`src/rtl/pipe_ctrl_pkg.sv`:
```
// Shared types and defaults for the 5-stage pipeline controller.
// Latency: n/a (types and constants only).
// Backpressure: n/a.
package pipe_ctrl_pkg;

  // Data-RAM access sequencer states.
  typedef enum logic [1:0] {
    DRAM_IDLE = 2'd0,
    DRAM_REQ  = 2'd1,
    DRAM_DONE = 2'd2
  } dram_state_t;

  localparam int DEF_DRAM_TIMEOUT = 16;  // max REQ cycles before forced completion
  localparam int DEF_CNT_W        = 16;  // stall counter width

endpackage

```
`src/rtl/pipe_ctrl_if.sv`:
```
// Bundle of the pipeline controller's hazard inputs, stage enables and DRAM handshake.
// Latency: n/a (wires only).
// Backpressure: n/a; master = controller side, slave = datapath/RAM side.
// Ports: fs_fetch_ok/ds_load_use/es_br_taken/ms_mem_req/dram_ack into the controller;
//        dram_req, stage valids, ready_go enables, br_flush, dram_err, stall_cnt out of it.
interface pipe_ctrl_if #(
  parameter int CNT_W = pipe_ctrl_pkg::DEF_CNT_W
);
  logic             fs_fetch_ok;
  logic             ds_load_use;
  logic             es_br_taken;
  logic             ms_mem_req;
  logic             dram_ack;
  logic             dram_req;
  logic             fs_valid;
  logic             ds_valid;
  logic             es_valid;
  logic             ms_valid;
  logic             ws_valid;
  logic             if_ready_go;
  logic             id_ready_go;
  logic             ex_ready_go;
  logic             mem_ready_go;
  logic             br_flush;
  logic             dram_err;
  logic [CNT_W-1:0] stall_cnt;

  modport master (
    input  fs_fetch_ok, ds_load_use, es_br_taken, ms_mem_req, dram_ack,
    output dram_req, fs_valid, ds_valid, es_valid, ms_valid, ws_valid,
    output if_ready_go, id_ready_go, ex_ready_go, mem_ready_go,
    output br_flush, dram_err, stall_cnt
  );

  modport slave (
    output fs_fetch_ok, ds_load_use, es_br_taken, ms_mem_req, dram_ack,
    input  dram_req, fs_valid, ds_valid, es_valid, ms_valid, ws_valid,
    input  if_ready_go, id_ready_go, ex_ready_go, mem_ready_go,
    input  br_flush, dram_err, stall_cnt
  );
endinterface

```
`src/rtl/pipe_dram_fsm.sv`:
```
// Sequences one data-RAM access for the MEM stage, with a watchdog that forces completion.
// Latency: >=1 REQ cycle after the IDLE cycle; DONE lasts until MEM hands off (min 3 cycles total).
// Backpressure: dram_req held until dram_ack or timeout; DONE held until mem_ready_go.
// Ports: clk, rst (async active-low); ms_valid/ms_mem_req start an access, dram_ack ends it,
//        mem_ready_go releases DONE; state, dram_req, dram_err (sticky) are registered outputs.
module pipe_dram_fsm
  import pipe_ctrl_pkg::*;
#(
  parameter int DRAM_TIMEOUT = DEF_DRAM_TIMEOUT
) (
  input  logic        clk,
  input  logic        rst,
  input  logic        ms_valid,
  input  logic        ms_mem_req,
  input  logic        mem_ready_go,
  input  logic        dram_ack,
  output dram_state_t state,
  output logic        dram_req,
  output logic        dram_err
);

  localparam int TO_W = (DRAM_TIMEOUT > 2) ? $clog2(DRAM_TIMEOUT) : 1;
  localparam logic [TO_W-1:0] TO_LAST = TO_W'(DRAM_TIMEOUT - 1);
  localparam logic [TO_W-1:0] TO_ONE  = TO_W'(1);

  logic [TO_W-1:0] to_cnt;

  // dram_ack only matters in REQ; in IDLE/DONE it is deliberately not looked at.
  always_ff @(posedge clk or negedge rst) begin
    if (!rst) begin
      state    <= DRAM_IDLE;
      dram_req <= 1'b0;
      dram_err <= 1'b0;
      to_cnt   <= '0;
    end else begin
      case (state)
        DRAM_IDLE: begin
          if (ms_valid && ms_mem_req) begin
            state    <= DRAM_REQ;
            dram_req <= 1'b1;
            to_cnt   <= '0;
          end
        end
        DRAM_REQ: begin
          if (dram_ack) begin
            state    <= DRAM_DONE;
            dram_req <= 1'b0;
          end else if (to_cnt == TO_LAST) begin
            // Give up on the RAM so the pipeline keeps moving; the error stays latched.
            state    <= DRAM_DONE;
            dram_req <= 1'b0;
            dram_err <= 1'b1;
          end else begin
            to_cnt <= to_cnt + TO_ONE;
          end
        end
        DRAM_DONE: begin
          if (mem_ready_go) begin
            state <= DRAM_IDLE;
          end
        end
        default: begin
          state    <= DRAM_IDLE;
          dram_req <= 1'b0;
        end
      endcase
    end
  end

endmodule

```
`src/rtl/pipe_ctrl.sv`:
```
// Valid/allowin controller for an IF-ID-EX-MEM-WB pipeline with load-use, branch-flush and DRAM stalls.
// Latency: one stage per cycle when unstalled; first instruction reaches WB 5 cycles after reset release.
// Backpressure: allowin chains back combinationally from WB; a stalled stage freezes everything upstream.
// Ports: clk, rst (async active-low); bus (pipe_ctrl_if.master) carries hazard inputs, stage valids,
//        ready_go load enables, br_flush, DRAM handshake, dram_err and the saturating stall_cnt.
module pipe_ctrl
  import pipe_ctrl_pkg::*;
#(
  parameter int DRAM_TIMEOUT = DEF_DRAM_TIMEOUT,
  parameter int CNT_W        = DEF_CNT_W
) (
  input  logic      clk,
  input  logic      rst,
  pipe_ctrl_if.master bus
);

  localparam logic [CNT_W-1:0] CNT_ONE = {{(CNT_W-1){1'b0}}, 1'b1};

  dram_state_t      dram_state;
  logic             dram_req;
  logic             dram_err;
  logic             fs_valid_q, ds_valid_q, es_valid_q, ms_valid_q, ws_valid_q;
  logic             fs_go, ds_go, ms_go;
  logic             ws_allowin, ms_allowin, es_allowin, ds_allowin;
  logic             if_rg, id_rg, ex_rg, mem_rg;
  logic             br_flush;
  logic             stall_now;
  logic [CNT_W-1:0] stall_cnt_q;

  // Per-stage go; EX and WB always complete in one cycle.
  assign fs_go = bus.fs_fetch_ok;
  assign ds_go = !bus.ds_load_use;
  assign ms_go = !bus.ms_mem_req || (dram_state == DRAM_DONE);

  assign ws_allowin = 1'b1;
  assign ms_allowin = !ms_valid_q || (ms_go && ws_allowin);
  assign es_allowin = !es_valid_q || ms_allowin;
  assign ds_allowin = !ds_valid_q || (ds_go && es_allowin);

  assign br_flush = es_valid_q && bus.es_br_taken;

  // A taken branch kills whatever is in IF and ID, so neither may hand forward.
  assign if_rg  = fs_valid_q && fs_go && ds_allowin && !br_flush;
  assign id_rg  = ds_valid_q && ds_go && es_allowin && !br_flush;
  assign ex_rg  = es_valid_q && ms_allowin;
  assign mem_rg = ms_valid_q && ms_go && ws_allowin;

  // A load-use hazard on an instruction being flushed is not a real stall.
  assign stall_now = (fs_valid_q && !fs_go)
                  || (ds_valid_q && !ds_go && !br_flush)
                  || (ms_valid_q && !ms_go);

  always_ff @(posedge clk or negedge rst) begin
    if (!rst) begin
      fs_valid_q  <= 1'b0;
      ds_valid_q  <= 1'b0;
      es_valid_q  <= 1'b0;
      ms_valid_q  <= 1'b0;
      ws_valid_q  <= 1'b0;
      stall_cnt_q <= '0;
    end else begin
      // The fetch stage always holds a (possibly not yet ready) instruction.
      fs_valid_q <= 1'b1;
      if (br_flush) begin
        ds_valid_q <= 1'b0;
      end else if (ds_allowin) begin
        ds_valid_q <= if_rg;
      end
      if (es_allowin) es_valid_q <= id_rg;
      if (ms_allowin) ms_valid_q <= ex_rg;
      if (ws_allowin) ws_valid_q <= mem_rg;
      if (stall_now && (stall_cnt_q != '1)) begin
        stall_cnt_q <= stall_cnt_q + CNT_ONE;
      end
    end
  end

  pipe_dram_fsm #(
    .DRAM_TIMEOUT(DRAM_TIMEOUT)
  ) u_dram_fsm (
    .clk          (clk),
    .rst          (rst),
    .ms_valid     (ms_valid_q),
    .ms_mem_req   (bus.ms_mem_req),
    .mem_ready_go (mem_rg),
    .dram_ack     (bus.dram_ack),
    .state        (dram_state),
    .dram_req     (dram_req),
    .dram_err     (dram_err)
  );

  assign bus.dram_req     = dram_req;
  assign bus.dram_err     = dram_err;
  assign bus.fs_valid     = fs_valid_q;
  assign bus.ds_valid     = ds_valid_q;
  assign bus.es_valid     = es_valid_q;
  assign bus.ms_valid     = ms_valid_q;
  assign bus.ws_valid     = ws_valid_q;
  assign bus.if_ready_go  = if_rg;
  assign bus.id_ready_go  = id_rg;
  assign bus.ex_ready_go  = ex_rg;
  assign bus.mem_ready_go = mem_rg;
  assign bus.br_flush     = br_flush;
  assign bus.stall_cnt    = stall_cnt_q;

endmodule

```
`src/flat_wrapper.sv`:
```
// flat-port wrapper written by rule: the top's interface ports become plain ports
module pipe_ctrl_flat import pipe_ctrl_pkg::*;
#(
  parameter int DRAM_TIMEOUT = DEF_DRAM_TIMEOUT,
  parameter int CNT_W        = DEF_CNT_W
)
  (clk, rst, bus_fs_fetch_ok, bus_ds_load_use, bus_es_br_taken, bus_ms_mem_req, bus_dram_ack, bus_dram_req, bus_fs_valid, bus_ds_valid, bus_es_valid, bus_ms_valid, bus_ws_valid, bus_if_ready_go, bus_id_ready_go, bus_ex_ready_go, bus_mem_ready_go, bus_br_flush, bus_dram_err, bus_stall_cnt);
  pipe_ctrl_if #(.CNT_W(CNT_W)) bus_i ();
  input  logic clk;
  input  logic rst;
  input wire logic [$bits(bus_i.fs_fetch_ok)-1:0] bus_fs_fetch_ok;
  input wire logic [$bits(bus_i.ds_load_use)-1:0] bus_ds_load_use;
  input wire logic [$bits(bus_i.es_br_taken)-1:0] bus_es_br_taken;
  input wire logic [$bits(bus_i.ms_mem_req)-1:0] bus_ms_mem_req;
  input wire logic [$bits(bus_i.dram_ack)-1:0] bus_dram_ack;
  output wire logic [$bits(bus_i.dram_req)-1:0] bus_dram_req;
  output wire logic [$bits(bus_i.fs_valid)-1:0] bus_fs_valid;
  output wire logic [$bits(bus_i.ds_valid)-1:0] bus_ds_valid;
  output wire logic [$bits(bus_i.es_valid)-1:0] bus_es_valid;
  output wire logic [$bits(bus_i.ms_valid)-1:0] bus_ms_valid;
  output wire logic [$bits(bus_i.ws_valid)-1:0] bus_ws_valid;
  output wire logic [$bits(bus_i.if_ready_go)-1:0] bus_if_ready_go;
  output wire logic [$bits(bus_i.id_ready_go)-1:0] bus_id_ready_go;
  output wire logic [$bits(bus_i.ex_ready_go)-1:0] bus_ex_ready_go;
  output wire logic [$bits(bus_i.mem_ready_go)-1:0] bus_mem_ready_go;
  output wire logic [$bits(bus_i.br_flush)-1:0] bus_br_flush;
  output wire logic [$bits(bus_i.dram_err)-1:0] bus_dram_err;
  output wire logic [$bits(bus_i.stall_cnt)-1:0] bus_stall_cnt;
  assign bus_i.fs_fetch_ok = bus_fs_fetch_ok;
  assign bus_i.ds_load_use = bus_ds_load_use;
  assign bus_i.es_br_taken = bus_es_br_taken;
  assign bus_i.ms_mem_req = bus_ms_mem_req;
  assign bus_i.dram_ack = bus_dram_ack;
  assign bus_dram_req = bus_i.dram_req;
  assign bus_fs_valid = bus_i.fs_valid;
  assign bus_ds_valid = bus_i.ds_valid;
  assign bus_es_valid = bus_i.es_valid;
  assign bus_ms_valid = bus_i.ms_valid;
  assign bus_ws_valid = bus_i.ws_valid;
  assign bus_if_ready_go = bus_i.if_ready_go;
  assign bus_id_ready_go = bus_i.id_ready_go;
  assign bus_ex_ready_go = bus_i.ex_ready_go;
  assign bus_mem_ready_go = bus_i.mem_ready_go;
  assign bus_br_flush = bus_i.br_flush;
  assign bus_dram_err = bus_i.dram_err;
  assign bus_stall_cnt = bus_i.stall_cnt;
  pipe_ctrl #(.DRAM_TIMEOUT(DRAM_TIMEOUT), .CNT_W(CNT_W)) u_core (.clk(clk), .rst(rst), .bus(bus_i));
endmodule
```
`config.mk`:
```
export PLATFORM = sky130hd
export DESIGN_NAME = pipe_ctrl_flat
export DESIGN_NICKNAME = d
export VERILOG_FILES = /design/src/rtl/pipe_ctrl_pkg.sv /design/src/rtl/pipe_ctrl_if.sv /design/src/rtl/pipe_dram_fsm.sv /design/src/rtl/pipe_ctrl.sv /design/src/flat_wrapper.sv
export SDC_FILE = /design/constraint.sdc
export NUM_CORES = 1
export LEC_CHECK = 0
export ABC_CLOCK_PERIOD_IN_PS = 1500
export CAP_MARGIN = 20
export CORE_MARGIN = 5
export CORE_UTILIZATION = 35
export DETAILED_ROUTE_END_ITERATION = 8
export PLACE_DENSITY = 0.59
export SYNTH_ARGS = -nofsm -noshare
export SYNTH_HDL_FRONTEND = slang
export SYNTH_SLANG_ARGS = --single-unit
export TNS_END_PERCENT = 100
```
`constraint.sdc`:
```
create_clock -name clk -period 1.5 [get_ports clk]
set_input_delay 0.45 -clock clk [delete_from_list [all_inputs] [get_ports clk]]
set_output_delay 0.45 -clock clk [all_outputs]
set_load 0.05 [all_outputs]
```
Word-level counts from Yosys, hierarchy flattened
Index checks and enable logic that the tools add are counted.

storage, ports and cells
  flip-flop bits (word level) = 29
  output and inout bits = 28
  word-level logic and storage cells = 75
  bits of input ports = 7

operators by class
  reduce and logical (&&, ||, !) cells = 37
  add/sub/neg operators = 2
  multiplexer cells = 15
  equal/unequal tests = 9
  bitwise logic cells = 2

operators by type and width
  kind                                                 number
  adder 16 x 1 -> 16 bit, second input constant        1
  logical AND 1 bit                                    16
  inequality test 16 bit, second input constant        1
  two-way mux 4 bit                                    3
  AND reduction 3 bit                                  3
  zero test 1 bit                                      8
  two-way mux 2 bit                                    4
  inequality test 2 bit, second input constant         4
  one-hot mux 4 bit (2 select lines)                   1
  logical OR 1 bit                                     6
  one-hot mux 2 bit (3 select lines)                   1
  two-way mux 1 bit                                    5
  adder 4 x 1 -> 4 bit, second input constant          1
  equality test 4 bit, second input constant           1
  AND reduction 4 bit                                  1
  nonzero test 2 bit                                   2
  inequality test 3 bit, second input constant         1
  one-hot mux 1 bit (3 select lines)                   1
  equality test 2 x 1 -> 1 bit, second input constant  1
  equality test 2 bit, second input constant           1
  zero test 2 bit                                      1
  NOT 1 bit                                            2

Logic depth before layout (Yosys ltp)
Gate-level depths: netlist of run 1.

  depth after elaboration = 10
  mapped depth = 6
  mapped depth without buffers = 5

Hierarchy
Synthesis of run 1 repeated with hierarchy kept, for this count alone.

unflattened totals
  cells, all modules = 127
  area, all modules = 1370.1 sq um

modules (own cells, without submodules)
  module         area an instance (sq um)  sequential area each (sq um)  instances  cells an instance
  pipe_ctrl      989.7                     525.5                         1          91
  pipe_dram_fsm  380.4                     200.2                         1          36

Worst setup path after synthesis of run 1
No wires, ideal clock.

  path kind = reg2out
  start point = register u_core.ms_valid_q, in the netlist u_core.bus.ms_valid
  end point = output bus_if_ready_go
  stages on the path, launching flop included = 5
  data arrival time = 2.275 ns
  buffers on the path = 0
  data required time = 1.050 ns
  slack = -1.225 ns
  cells stage by stage = dfrtp_1 > nand2_1 > nor2_1 > a21o_1 > a221oi_1

on the way
  cells in the longest elaborated chain, start to end = 7

ends and longest elaborated chain
  element                          line                source
  from (decl)                      pipe_ctrl.sv:22     logic fs_valid_q, ds_valid_q, es_valid_q, ms_valid_q, ws_valid_q;
  from (signal assigned)           pipe_ctrl.sv:70     if (ms_allowin) ms_valid_q <= ex_rg;
  zero test 1 bit                  pipe_ctrl.sv:36     assign ms_allowin = !ms_valid_q || (ms_go && ws_allowin);
  logical OR 1 bit                 pipe_ctrl.sv:36
  logical OR 1 bit                 pipe_ctrl.sv:37     assign es_allowin = !es_valid_q || ms_allowin;
  logical AND 1 bit                pipe_ctrl.sv:38     assign ds_allowin = !ds_valid_q || (ds_go && es_allowin);
  logical OR 1 bit                 pipe_ctrl.sv:38
  logical AND 1 bit (2 in series)  pipe_ctrl.sv:43     assign if_rg = fs_valid_q && fs_go && ds_allowin && !br_flush;
  to (decl)                        flat_wrapper.sv:22  output wire logic [$bits(bus_i.if_ready_go)-1:0] bus_if_ready_go;

Every way passes these cells.

Worst setup path in the final report of run 1
  start point = register u_core.u_dram_fsm.state[0]
  end point = output bus_if_ready_go

on the way
  cells in the longest elaborated chain, start to end = 8

ends and longest elaborated chain
  element                          line                 source
  from (decl)                      pipe_dram_fsm.sv:17  output dram_state_t state,
  from (signal assigned)           pipe_dram_fsm.sv:31  state <= DRAM_IDLE;
  from (signal assigned)           pipe_dram_fsm.sv:39  state <= DRAM_REQ;
  from (signal assigned)           pipe_dram_fsm.sv:46  state <= DRAM_DONE;
  equality test 2 bit              pipe_ctrl.sv:33      assign ms_go = !bus.ms_mem_req || (dram_state == DRAM_DONE);
  logical OR 1 bit                 pipe_ctrl.sv:33
  logical OR 1 bit                 pipe_ctrl.sv:36
  logical OR 1 bit                 pipe_ctrl.sv:37
  logical AND 1 bit                pipe_ctrl.sv:38
  logical OR 1 bit                 pipe_ctrl.sv:38
  logical AND 1 bit (2 in series)  pipe_ctrl.sv:43

Every way passes these cells.

==> results.md, run 1 <==
- Die footprint: 5490 sq um
- Fraction of layout cells with a size suffix above 1: 0.596
- Bufs and invs on worst path: 1
- Clk network pwr share: 0.165
- Slowest CP cell: dfrtp_1
- Pleak: 1.24 nW
- Synth async-reset ratio: 1.00
- Min-delay worst type: reg -> reg
- Switching share of power: 0.383
- Core area: 4000 sq um
- Largest net degree at the start of global routing: 30
- Post-synthesis cell count: 132
- Internal power: 2.46 mW
- Top Layer Used: met4
- Fmax: 507 MHz
- Syn Area/Cell: 10.9 sq um
- Slowest cell delay on critical path: 0.41 ns
- Synth warn: 0
- Fin crit share: 1.32
- Fillcell total: 264
- Pre-CTS WS: -0.697 ns
- Fin Setup TNS: -2.61 ns
- Synth area leader: dfrtp_1
- Clock buffer depth: 2
- RSZ-0062 raised after global routing: yes
- Post-DR wirelength/cell: 16.5 um
- Met3 routed WL: 147 um
- Worst-Skew Late Latency: 0.28 ns
- Status: finished with violations
- CTS Root Cell: clkbuf_8
- ANT cells: 0
- Failing checks: negative setup slack
- Logic gate share of total power: 0.556
- TritonCTS Buffers: 5
- Register area: 747 sq um
- Final net count: 226
- Worst Skew: 0.00703 ns
- Post-Syn Area: 1440 sq um
- Die height: 74.1 um
- Peak VDD IR: 1030 uV
- Initial DRT Pass Iterations: 4
- H-tree Lvls: 2
- Vias in the first global route: 1423
- Hold Vio Cnt, Final: 0
- Row cnt: 23
- P&R area growth vs syn: 99.6%
- Crit start category: register
- Worst-path fanout max: 2
- Syn_nets: 141
- Final worst setup slack: -0.473 ns
- Top-area cell type share of the netlist area: 0.504
- WP data arrival: 1.52 ns
- DR DRC count: 0
- Max-cap viol count: 0
- Reg power frac: 0.278
- DR iter-0 viols: 80
- Most used DFF post-synth: dfrtp_1
- Met2 Routed Length: 2.41 mm
- DRT met1 WL: 1.80 mm
- Sequential area share after synthesis: 0.504
- Pwr dens: 1390 nW/um^2
- Flops & latches, synth: 29
- Commonest non-fill, non-tap cell in the layout: buf_4
- Clock slew at reported path FFs: 0.06 ns
- Initial Utilization: 0.360
- Die X: 74.1 um
- Placer Congestion: 0.833
- CP Cell Sequence: nor2b_4 -> nor2_4 -> a21o_1 -> a221oi_4 -> buf_12
- GRT Total Usage: 0.163
- Tmin final: 1.97 ns
- Ranking of synthesized cells by area: dfrtp_1 (50%), xnor2_1 (9.1%), o211ai_1 (4.2%)
- Post-route ant nets: 0
- Vias post-DR: 1379
- Final HPWL DP: 2.92 mm
- CTS tree: yes
- Worst EP required: 1.05 ns
- Delay-heaviest family, CP: compound AO/OA/AOI/OAI gates
- Final setup violating endpoints: 22
- Slew Limit Fails: 0
- CTS Sinks: 29
- Number of distinct library cells after synthesis: 43
- Most frequent cells in the layout: buf_4 (37), buf_12 (31), dfrtp_2 (17), xnor2_1 (14), dfrtp_1 (12)
- Port Buffer Count: 34
- Multi-input logic area: 911 sq um
- Avg Vias per Cell: 5.15
- First-pass GRT wire length: 6.67 mm
- Switch Pwr: 1.52 mW
- CP endpoint kind: output pin
- CP Class: reg -> out
- Number of synthesized flops with an enable pin: 0
- Gr ovfl total: 0
- # IOs: 35
- WL final: 4.43 mm
- Initial antenna violation count: 0
-- worst register-to-register path, stage by stage (launching register included) --
cell	delay, ns
dfrtp_2	0.39
ha_4	0.15
nand3_4	0.08
or3_4	0.38
buf_6	0.15
o211ai_1	0.21
xnor2_1	0.16
-- through the flow --
step	power, mW	util	area, sq um	hold WS (ns)	std cells
floorplan	2.06	-	1580	0.154	132
detailed placement	3.14	0.638	2550	0.495	252
global route	4.17	0.718	2870	0.544	268
global placement	3.09	0.638	2550	0.494	252
CTS	3.85	0.679	2720	0.509	261
finish	3.98	0.718	2870	0.502	268
-- power groups by stage --
stage	logic, mW	clock network (mW)	registers [mW]
2_1_floorplan	0.482	0	1.58
3_3_place_gp	1.98	0	1.10
3_5_place_dp	2.02	0	1.12
4_1_cts	2.06	0.684	1.11
5_1_grt	2.33	0.710	1.13
6_report	2.21	0.658	1.11
-- worst paths after layout --
path	from	endpoint	slack (ns)	depth (start not counted)
min reg2reg	u_core.u_dram_fsm.to_cnt[1]$_DFFE_PN0P_	u_core.u_dram_fsm.to_cnt[1]$_DFFE_PN0P_	0.50	2
max	u_core.u_dram_fsm.state[0]$_DFFE_PN0P_	bus_if_ready_go	-0.47	5
min	u_core.u_dram_fsm.to_cnt[1]$_DFFE_PN0P_	u_core.u_dram_fsm.to_cnt[1]$_DFFE_PN0P_	0.50	2
min in group asynchronous	rst	u_core.bus.ws_valid$_DFF_PN0_	0.52	2
max in group asynchronous	rst	u_core.bus.es_valid$_DFFE_PN0P_	0.78	2
max reg2reg	u_core.bus.stall_cnt[1]$_DFFE_PN0P_	u_core.bus.stall_cnt[9]$_DFFE_PN0P_	-0.11	6
-- per-layer routing --
| metal | vias up | GRT usage |
|---|---|---|
| li1 | 656 | - |
| met1 | 687 | 0.187 |
| met2 | 27 | 0.286 |
| met3 | 9 | 0.0473 |
| met4 | 0 | 0.0584 |
| met5 | - | 0 |
-- final cells by class --
| class | count | area share |
|---|---|---|
| clock buffer | 8 | 0.0314 |
| inverter | 3 | 0.00392 |
| timing repair buffer | 81 | 0.366 |
| tap | 50 | 0.0218 |
| multi-input combinational | 97 | 0.317 |
| sequential | 29 | 0.260 |
-- cells by family (layout without fill, tap and decap cells) --
| group | after synthesis | in the layout | share of synthesized area |
|---|---|---|---|
| xor+xnor | 15 | 15 | 0.0913 |
| flops | 29 | 29 | 0.504 |
| fa+ha+maj | 2 | 2 | 0.0174 |
| mux | 1 | 1 | 0.00783 |
| other cells | 1 | 1 | 0.00261 |
| compound gates | 30 | 30 | 0.156 |
| simple gates | 48 | 48 | 0.199 |
| buf+inv | 6 | 92 | 0.0217 |
-- what timing repair did --
item,in CTS,in global routing
pin swaps,18,11
setup buffers,1,6
endpoints found under the setup margin,30,25
gates cloned,0,1
resized for setup,14,13
hold buffers,0,0
-- state kept, by name, indices dropped and copies added (netlist names) --
| register | count |
|---|---|
| u_core.bus.ds_valid | 1 |
| u_core.u_dram_fsm.dram_req | 1 |
| u_core.bus.fs_valid | 1 |
| u_core.bus.ws_valid | 1 |
| u_core.bus.ms_valid | 1 |
| u_core.u_dram_fsm.dram_err | 1 |
| u_core.u_dram_fsm.state | 2 |
| u_core.u_dram_fsm.to_cnt | 4 |
| u_core.bus.es_valid | 1 |
| u_core.bus.stall_cnt | 16 |
-- cells in the mapped netlist, types with 2 or more instances --
| library cell | number |
|---|---|
| xnor2_1 | 15 |
| dfrtp_1 | 29 |
| or3_1 | 2 |
| nand2_1 | 10 |
| a21oi_1 | 3 |
| nand2b_1 | 3 |
| o2111ai_1 | 3 |
| nor3b_1 | 2 |
| o21ai_0 | 4 |
| o211ai_1 | 8 |
| a21o_1 | 3 |
| nor3_1 | 2 |
| nor2b_1 | 2 |
| inv_1 | 3 |
| ha_1 | 2 |
| nand4_1 | 3 |
| nand3_1 | 4 |
| and3_1 | 2 |
| and2_1 | 2 |
| o21ai_2 | 2 |
| nor2_1 | 6 |
(Power assumes the default switching activity.)
==> run 2: changes to the inputs <==
--- a/config.mk
+++ b/config.mk
@@ -10,6 +10,7 @@
 export CORE_MARGIN = 5
 export CORE_UTILIZATION = 35
 export DETAILED_ROUTE_END_ITERATION = 8
+export GPL_ROUTABILITY_DRIVEN = 1
 export PLACE_DENSITY = 0.59
 export SYNTH_ARGS = -nofsm -noshare
 export SYNTH_HDL_FRONTEND = slang
==> results of run 2 <==
The final DEF is identical to that of run 1; final timing and power are the same.
